### src/rtl/router_pkg.sv
// router_pkg: shared constants, the read-side FSM state type and the
// header-length extraction helper for the packet-aware router output FIFO.
// Contents:
//   DATA_W_DEF / ADDR_W_DEF : default byte and destination-address widths
//   LEN_W_DEF               : payload-length field width (DATA_W - ADDR_W)
//   rd_state_e              : read FSM states {HDR, BODY}
//   hdr_len()               : payload length carried in a header byte
package router_pkg;

  localparam int DATA_W_DEF = 8;
  localparam int ADDR_W_DEF = 2;
  localparam int LEN_W_DEF  = DATA_W_DEF - ADDR_W_DEF;

  typedef enum logic {HDR = 1'b0, BODY = 1'b1} rd_state_e;

  // Header layout is {payload_len, addr}, so dropping the address LSBs of the
  // zero-extended header leaves the payload length.
  function automatic int unsigned hdr_len(input logic [31:0] hdr_word,
                                          input int unsigned addr_w);
    return int'(hdr_word >> addr_w);
  endfunction

endpackage

### src/rtl/router_fifo_mem.sv
// router_fifo_mem: dual-port register array used as FIFO storage.
// Synchronous write, combinational (asynchronous) read.
// Ports:
//   clock  : rising-edge clock
//   we     : write strobe
//   waddr  : write address
//   wdata  : write word
//   raddr  : read address
//   rdata  : read word at raddr (combinational)
module router_fifo_mem #(
  parameter int WIDTH = 9,
  parameter int DEPTH = 16,
  parameter int AW    = 4
) (
  input  logic             clock,
  input  logic             we,
  input  logic [AW-1:0]    waddr,
  input  logic [WIDTH-1:0] wdata,
  input  logic [AW-1:0]    raddr,
  output logic [WIDTH-1:0] rdata
);

  logic [WIDTH-1:0] mem [DEPTH];

  always_ff @(posedge clock) begin
    if (we) mem[waddr] <= wdata;
  end

  assign rdata = mem[raddr];

endmodule

### src/rtl/router_pkt_fifo.sv
// router_pkt_fifo: packet-aware router output FIFO, one per destination port.
// Each entry holds {sop_tag, data}; the read side follows packet boundaries
// using the payload-length field of each header byte.
// Ports:
//   clock, resetn (sync, active-low), soft_reset (sync flush)
//   write_enb, lfd_state, data_in      : write side (lfd_state tags a header)
//   read_enb                            : read side request
//   full, empty, almost_full            : registered occupancy flags
//   data_out, sop_out, eop_out          : registered read data and markers
//   pkt_count                           : headers currently stored
//   hdr_err                             : sticky packet-framing error
// Optional build macro ROUTER_PKT_FIFO_TRISTATE_EN: data_out floats ('z) while
// idle in HDR with no read accepted in the previous cycle (legacy bus mode).
module router_pkt_fifo
  import router_pkg::*;
#(
  parameter int DATA_W   = DATA_W_DEF,
  parameter int ADDR_W   = ADDR_W_DEF,
  parameter int DEPTH    = 16,
  parameter int AFULL_TH = 14
) (
  input  logic                       clock,
  input  logic                       resetn,
  input  logic                       soft_reset,
  input  logic                       write_enb,
  input  logic                       read_enb,
  input  logic                       lfd_state,
  input  logic [DATA_W-1:0]          data_in,
  output logic                       full,
  output logic                       empty,
  output logic                       almost_full,
  output logic [DATA_W-1:0]          data_out,
  output logic                       sop_out,
  output logic                       eop_out,
  output logic [$clog2(DEPTH):0]     pkt_count,
  output logic                       hdr_err
);

  localparam int PTR_W  = $clog2(DEPTH);
  localparam int CNT_W  = PTR_W + 1;
  localparam int LEN_W  = DATA_W - ADDR_W;
  localparam int BCNT_W = LEN_W + 1;  // holds payload_len + 1
  localparam logic [CNT_W-1:0]  DEPTH_C = CNT_W'(DEPTH);
  localparam logic [CNT_W-1:0]  AFULL_C = CNT_W'(AFULL_TH);
  localparam logic [BCNT_W-1:0] BONE    = BCNT_W'(1);

  logic [PTR_W-1:0]  wr_ptr, rd_ptr;
  logic [CNT_W-1:0]  occ, occ_n;
  logic [DATA_W:0]   rd_word_p0;
  logic              wr_acc, vld_p0;
  rd_state_e         state, state_n;
  logic [BCNT_W-1:0] byte_cnt, byte_cnt_n;
  logic              sop_n, eop_n, err_n;
  logic [DATA_W-1:0] data_p1;

  // Saturating packet counter update: clamps at DEPTH and at zero.
  function automatic logic [CNT_W-1:0] pkt_sat_next(input logic [CNT_W-1:0] c,
                                                    input logic inc,
                                                    input logic dec);
    if (inc && !dec) return (c == DEPTH_C) ? c : c + CNT_W'(1);
    if (dec && !inc) return (c == '0) ? c : c - CNT_W'(1);
    return c;
  endfunction

  assign wr_acc = write_enb && !full;
  assign vld_p0 = read_enb && !empty;

  router_fifo_mem #(
    .WIDTH (DATA_W + 1),
    .DEPTH (DEPTH),
    .AW    (PTR_W)
  ) u_mem (
    .clock (clock),
    .we    (wr_acc),
    .waddr (wr_ptr),
    .wdata ({lfd_state, data_in}),
    .raddr (rd_ptr),
    .rdata (rd_word_p0)
  );

  always_comb begin
    occ_n = occ;
    case ({wr_acc, vld_p0})
      2'b10:   occ_n = occ + CNT_W'(1);
      2'b01:   occ_n = occ - CNT_W'(1);
      default: occ_n = occ;
    endcase
  end

  // Stage p0: classify the word at rd_ptr against the packet framing FSM.
  always_comb begin
    state_n    = state;
    byte_cnt_n = byte_cnt;
    sop_n      = 1'b0;
    eop_n      = 1'b0;
    err_n      = hdr_err;
    if (vld_p0) begin
      if (rd_word_p0[DATA_W]) begin
        // A header always (re)starts a packet; seen mid-body it is a framing error.
        sop_n      = 1'b1;
        byte_cnt_n = BCNT_W'(hdr_len(32'(rd_word_p0[DATA_W-1:0]), ADDR_W) + 1);
        state_n    = BODY;
        if (state == BODY) err_n = 1'b1;
      end else if (state == HDR) begin
        err_n = 1'b1;
      end else begin
        byte_cnt_n = byte_cnt - BONE;
        if (byte_cnt == BONE) begin
          eop_n   = 1'b1;
          state_n = HDR;
        end
      end
    end
  end

  // Stage p1: registered state, flags and read outputs.
  always_ff @(posedge clock) begin
    if (!resetn || soft_reset) begin
      wr_ptr      <= '0;
      rd_ptr      <= '0;
      occ         <= '0;
      full        <= 1'b0;
      empty       <= 1'b1;
      almost_full <= 1'b0;
      state       <= HDR;
      byte_cnt    <= '0;
      sop_out     <= 1'b0;
      eop_out     <= 1'b0;
      hdr_err     <= 1'b0;
      pkt_count   <= '0;
      data_p1     <= '0;
    end else begin
      if (wr_acc) wr_ptr <= wr_ptr + PTR_W'(1);
      if (vld_p0) begin
        rd_ptr  <= rd_ptr + PTR_W'(1);
        data_p1 <= rd_word_p0[DATA_W-1:0];
      end
      occ         <= occ_n;
      full        <= (occ_n == DEPTH_C);
      empty       <= (occ_n == '0);
      almost_full <= (occ_n >= AFULL_C);
      state       <= state_n;
      byte_cnt    <= byte_cnt_n;
      sop_out     <= sop_n;
      eop_out     <= eop_n;
      hdr_err     <= err_n;
      pkt_count   <= pkt_sat_next(pkt_count, wr_acc && lfd_state, eop_n);
    end
  end

`ifdef ROUTER_PKT_FIFO_TRISTATE_EN
  logic vld_p1;

  always_ff @(posedge clock) begin
    if (!resetn || soft_reset) vld_p1 <= 1'b0;
    else                       vld_p1 <= vld_p0;
  end

  assign data_out = (state == HDR && !vld_p1) ? 'z : data_p1;
`else
  assign data_out = data_p1;
`endif

endmodule

### config.mk
export PLATFORM = sky130hd
export DESIGN_NAME = router_pkt_fifo
export DESIGN_NICKNAME = d
export VERILOG_FILES = /design/src/rtl/router_pkg.sv /design/src/rtl/router_fifo_mem.sv /design/src/rtl/router_pkt_fifo.sv
export SDC_FILE = /design/constraint.sdc
export NUM_CORES = 1
export LEC_CHECK = 0
export CAP_MARGIN = 0
export CORE_UTILIZATION = 47
export DETAILED_ROUTE_END_ITERATION = 6
export GPL_ROUTABILITY_DRIVEN = 0
export PLACE_DENSITY = 0.72
export SLEW_MARGIN = 20
export SYNTH_ARGS = -nofsm -noshare
export SYNTH_HDL_FRONTEND = slang
export SYNTH_SLANG_ARGS = --single-unit
### constraint.sdc
create_clock -name clock -period 2.95 [get_ports clock]
set_clock_uncertainty 0.15 [all_clocks]
set_input_delay 0.59 -clock clock [delete_from_list [all_inputs] [get_ports clock]]
set_output_delay 0.59 -clock clock [all_outputs]
set_load 0.1 [all_outputs]
==> flow_summary_export.csv, run 1 <==
group,metric,value,unit
synthesis,yosysWarnings,0,
drt,num_vias,4442,
synthesis,netlist_area,7817,sq um
pwr,total_power,5.431,mW
cells_and_area,antenna_cells,0,
drt,drt_pass1_iterations,5,
cells_and_area,multi_input_area,2491,sq um
die,die_area,17150,sq um
cells_and_area,final_nets,618,
critical_path,critical_path.top_delay_family,"multiplexers",
pwr,p_per_area,583.8,nW/um^2
clock_tree,htree_levels,4,
worst_hold_path,min_path_type,"reg -> reg",
sta,fmax,346.6,MHz
drt,drt-total-wl,15360,um
die,pin_count,33,
placement,dp_hpwl,10640,um
die,core,16060,sq um
synthesis,synthFlopType,"edfxtp_1",
sta,drv_slew,0,
synthesis,syn_nets,539,
clock_tree,cts_hold_buf,0,
clock_tree,numCtsBuffers,17,
cells_and_area,final_common_cell,"edfxtp_1",
sta,rsz0062_at_grt,"yes",
sta,min_period_over_period,0.9781,
clock_tree,clk_latency,440,ps
cells_and_area,fill_cells,1183,
critical_path,start_kind,"flop",
drt,wl_per_cell,18.79,um
drt,drc,0,
critical_path,critPathMaxFanout,6,
drt,via_per_inst,5.437,
cells_and_area,finalInstanceArea,9303,sq um
synthesis,ys_async_sr_fraction,0,
sta,hold_violations,0,
pwr,leakage,3.175,nW
placement,portBuffers,32,
die,die_h,131.0,um
critical_path,worstSetupPathType,"reg -> reg",
drt,drt_iter0_drc,332,
clock_tree,cts_sinks,188,
global_route,grt_first_pass_wirelength,24320,um
cells_and_area,syn_to_final_growth,19.00,%
status,status,"finished clean",
critical_path,crit_arrival,3100,ps
synthesis,synthCells,509,
critical_path,cp_data_required_time,3160,ps
clock_tree,post_cts_buffers,0,
die,die_w,131.0,um
sta,max_slew_margin,0.4287,
sta,fin_crit,2885,ps
synthesis,synth.avg_cell_area,15.36,sq um
clock_tree,cts_tree,"yes",
critical_path,cp_slowest_cell,"mux4_2",
global_route,grt_usage,0.1965,
global_route,grt_max_degree,42,
pwr,vdd_drop_max,0.0005502,V
global_route,grt_pass1_vias,4592,
synthesis,synth_edf_count,144,
global_route,grt-ovfl-total,0,
critical_path,cp_slowest_stage_delay,490,ps
critical_path,r2r_slack,60,ps
cells_and_area,register_area,5213,sq um
synthesis,synth_seq_cells,188,
die,num_rows,46,
critical_path,crit_path_cell_trace,"buf_12, mux4_2, mux2_2, o21ai_4, nand3_2, ha_2, a31o_2, or3_1, a21oi_1",
synthesis,ys_seq_area_frac,0.6658,
cells_and_area,drive_gt1_frac,0.2529,
global_route,antenna_found_initial,0,
die,start_util,0.4868,
sta,setup_violations,0,
drt,ant_nets,0,
synthesis,ys_types,54,
cells_and_area,mostFrequentLayoutCells,"edfxtp_1, buf_4, nor2_1",
sta,worstMarginPinSlew,855.1,ps
placement,placed_cell_area,8631,sq um
clock_tree,root_buffer,"clkbuf_16",
clock_tree,cts.reportedPaths.clkPinSlew,70,ps
job,max_cap_viol_count,0,
critical_path,cp-end-kind,"flop",
critical_path,crit_buf_inv,1,
clock_tree,clk_path_buf_depth,2,
## cell usage after synthesis, drive strengths merged, types with 3 or more instances
library cell	number	area, sq um
edfxtp	144	4324
nand2	46	177.7
nor2	45	168.9
dfxtp	44	880.8
mux4	38	912.1
a21oi	30	153.9
ha	16	200.2
buf	15	118.9
inv	14	52.55
a22oi	12	100.1
xnor2	10	87.58
clkbuf	8	30.03
nor3	8	40.04
o21ai	8	43.79
xor2	8	70.07
nand2b	7	43.79
nand3	7	35.03
nor2b	5	31.28
or3	5	31.28
a211oi	4	30.03
mux2i	3	30.03
nand4	3	18.77
nor3b	3	22.52
## cell type report
type	count	share of cell area
tap	216	0.02905
clock inverter	15	0.01789
timing repair buffer	83	0.07357
inverter	14	0.005649
sequential	188	0.5603
clock buffer	17	0.04573
multi-input combinational	284	0.2678
## per-stage QoR
stage               setup TNS [ps]  cells  hold slack, ps  utilization  setup slack [ps]
global placement            -70.49    785           295.7       0.5375            -45.65
finish                           0    817           304.9       0.5793             64.54
CTS                              0    817           306.3       0.5749             27.02
global route                -89.01    817           324.0       0.5793            -40.23
detailed placement          -534.4    785           296.8       0.5375            -177.2
floorplan                   -12.26    509           322.5            -            -12.26
## final timing paths
path,to,start,cells after the start
max,pkt_count[0]$_SDFFE_PP0P_,flop,9
min,data_out[0]$_SDFFE_PP0P_,data_out[0]$_SDFFE_PP0P_,2
max reg2reg,pkt_count[0]$_SDFFE_PP0P_,flop,9
min reg2reg,data_out[0]$_SDFFE_PP0P_,data_out[0]$_SDFFE_PP0P_,2
## what timing repair did
item / 4_1_cts / 5_1_grt
setup endpoints to repair: 3 / 8
pin swaps: 0 / 2
resized for setup: 2 / 16
## power breakdown
group          total [mW]  internal (mW)  switching [mW]
combinational       0.273          0.106           0.167
clock                2.28           1.21            1.06
sequential           2.88           2.86          0.0143
total                5.43           4.18            1.25
## cell families (layout without fill, tap and decap cells)
kind of cell | after synthesis | in the layout | share of synthesized area
flip-flops | 188 | 188 | 0.6658
AND/OR/NAND/NOR | 139 | 139 | 0.08211
AO/OA/AOI/OAI | 69 | 69 | 0.05858
multiplexers | 42 | 42 | 0.1220
buffers and inverters | 37 | 129 | 0.02577
XOR/XNOR | 18 | 18 | 0.02017
adder cells (fa/ha/maj) | 16 | 16 | 0.02561
## worst register-to-register path, delay by kind of cell, from the launching register on
family | cells | cell delay, ps
and+or+nand+nor | 2 | 470
buffers and inverters | 1 | 120
DFF | 1 | 340
adders and majority gates | 1 | 350
AOI/OAI and AO/OA | 3 | 620
muxes | 2 | 790
## flip-flops by register name (all words and copies together) (netlist names), named ones only
signal and flops:
sop_out 1, pkt_count 5, byte_cnt 7, state 1, data_out 8, u_mem.mem 144
eop_out 1, hdr_err 1, almost_full 1, rd_ptr 4, empty 1, full 1
occ 5, wr_ptr 4
## layer usage
metal,up-vias,GRT usage,wire length (um)
met3,14,0.04153,620
met5,-,0,0
li1,2113,-,-
met1,2216,0.2482,6725
met4,0,0.06694,177
met2,99,0.3374,7832
Note: power is estimated with default switching activity, not from simulation.
==> run 2, diff against run 1 <==
--- a/config.mk
+++ b/config.mk
@@ -7,6 +7,7 @@
 export LEC_CHECK = 0
 export CAP_MARGIN = 0
 export CORE_UTILIZATION = 47
+export CTS_BUF_LIST = sky130_fd_sc_hd__clkbuf_8
 export DETAILED_ROUTE_END_ITERATION = 6
 export GPL_ROUTABILITY_DRIVEN = 0
 export PLACE_DENSITY = 0.72
==> run 2 against run 1 <==
Net effect: critical path depth did not move; total power decreased by 10%; first-iteration DRC count decreased by 3.3%; count of clock-buffer cells in the layout unchanged; sequential share of layout area increased by 1.3 points; maximum frequency rose by 2.0%; die area unchanged; flip-flop and latch count stayed put; cell area is 2.3% lower.
==> flow_summary_export.csv, run 2 (synthesis gave the netlist of run 1 again) <==
group,metric,value,unit
critical_path,cp_data_required_time,3200,ps
drt,drt_iter0_drc,321,
drt,num_vias,4452,
sta,setup_violations,0,
drt,drt_pass1_iterations,5,
job,max_cap_viol_count,0,
sta,max_slew_margin,0.5402,
global_route,grt-ovfl-total,0,
global_route,grt_max_degree,42,
die,die_area,17150,sq um
sta,hold_violations,0,
cells_and_area,drive_gt1_frac,0.2479,
clock_tree,cts_hold_buf,0,
clock_tree,clk_latency,460,ps
cells_and_area,antenna_cells,0,
global_route,grt_pass1_vias,4624,
worst_hold_path,min_path_type,"reg -> reg",
cells_and_area,final_nets,618,
placement,portBuffers,32,
drt,wl_per_cell,18.69,um
placement,place_ws,-177.2,ps
critical_path,cp-end-kind,"flop",
clock_tree,cts_tree,"yes",
drt,via_per_inst,5.449,
cells_and_area,finalInstanceArea,9086,sq um
die,die_h,131.0,um
placement,dp_hpwl,10640,um
die,core,16060,sq um
die,num_rows,46,
cells_and_area,regMostFlops,"u_mem.mem",
sta,layout_setup_ws,121.9,ps
global_route,grt_first_pass_wirelength,24350,um
cells_and_area,fill_cells,1212,
sta,rsz0062_at_grt,"yes",
die,start_util,0.4868,
status,status,"finished clean",
die,die_w,131.0,um
cells_and_area,final_common_cell,"edfxtp_1",
global_route,grt_usage,0.1967,
cells_and_area,register_area,5213,sq um
cells_and_area,multi_input_area,2470,sq um
critical_path,critPathMaxFanout,6,
critical_path,start_kind,"flop",
placement,place_inst,785,
critical_path,crit_arrival,3070,ps
placement,placed_cell_area,8631,sq um
clock_tree,cts.reportedPaths.clkPinSlew,110,ps
sta,drv_slew,0,
cells_and_area,stdcell_count,817,
clock_tree,numCtsBuffers,17,
sta,whs,309.0,ps
drt,ant_nets,0,
sta,finalSetupTns,0,ps
drt,drc,0,
pwr,vdd_drop_max,0.0004031,V
clock_tree,root_buffer,"clkbuf_8",
cells_and_area,mostFrequentLayoutCells,"edfxtp_1, buf_4, nor2_1",
drt,drt-total-wl,15270,um
clock_tree,htree_levels,4,
critical_path,worstSetupPathType,"reg -> reg",
clock_tree,clk_path_buf_depth,2,
sta,fin_crit,2828,ps
sta,worstMarginPinSlew,688.2,ps
pwr,p_per_area,535.4,nW/um^2
sta,min_period_over_period,0.9587,
global_route,antenna_found_initial,0,
cells_and_area,syn_to_final_growth,16.23,%
cells_and_area,largest_register_ffs,144,
clock_tree,cts_sinks,188,
die,pin_count,33,
pwr,leakage,3.082,nW
sta,fmax,353.6,MHz
-- run 2: cell type report --
class,count,share of cell area
Sequential cell,188,0.5737
Multi-Input combinational cell,284,0.2718
Timing Repair Buffer,83,0.07491
Tap cell,216,0.02974
Clock buffer,17,0.02575
Clock inverter,15,0.01831
Inverter,14,0.005784
-- run 2: worst max-delay path: stages (launching register included) --
cell and delay [ps]:
dfxtp_2 350, buf_12 120, mux4_2 490, mux2_2 300, o21ai_4 160, nand3_2 130
ha_2 330, a31o_2 250, or3_1 340, a21oi_1 150
-- run 2: metal layers --
metal  vias up  routed length [um]  track usage
met2       118                7797       0.3392
li1       2105                   -            -
met5         -                   0            0
met1      2216                6648       0.2481
met3        13                 662      0.04520
met4         0                 158      0.05882
-- run 2: final timing paths --
kind	startpoint	to	slack, ps	depth (start not counted)
max reg2reg	flop	pkt_count[0]$_SDFFE_PP0P_	120	9
max	flop	pkt_count[0]$_SDFFE_PP0P_	120	9
min	data_out[7]$_SDFFE_PP0P_	data_out[7]$_SDFFE_PP0P_	310	2
min reg2reg	data_out[7]$_SDFFE_PP0P_	data_out[7]$_SDFFE_PP0P_	310	2
-- run 2: where the power goes --
part	leakage [nW]	internal (mW)	switching, mW
registers	1.66	2.86	0.0143
clock network	0.204	0.718	0.999
logic	1.22	0.104	0.166
-- run 2: per-stage QoR --
stage,power [mW],util
finish,4.865,0.5658
global route,5.023,0.5658
CTS,4.900,0.5627
detailed placement,3.205,0.5375
global placement,3.194,0.5375
floorplan,3.103,-
-- run 2: timing repair --
| item | in CTS | in global routing |
|---|---|---|
| buffers inserted | 0 | 0 |
| endpoints found under the setup margin | 2 | 8 |
| resized for setup | 1 | 12 |
| gates cloned | 0 | 0 |
==> run 3, diff against run 2 <==
--- a/config.mk
+++ b/config.mk
@@ -9,7 +9,6 @@
 export CORE_UTILIZATION = 47
 export CTS_BUF_LIST = sky130_fd_sc_hd__clkbuf_8
 export DETAILED_ROUTE_END_ITERATION = 6
-export GPL_ROUTABILITY_DRIVEN = 0
 export PLACE_DENSITY = 0.72
 export SLEW_MARGIN = 20
 export SYNTH_ARGS = -nofsm -noshare
==> results of run 3 <==
Same layout as run 2: the final DEF is identical, and so are final timing and power.
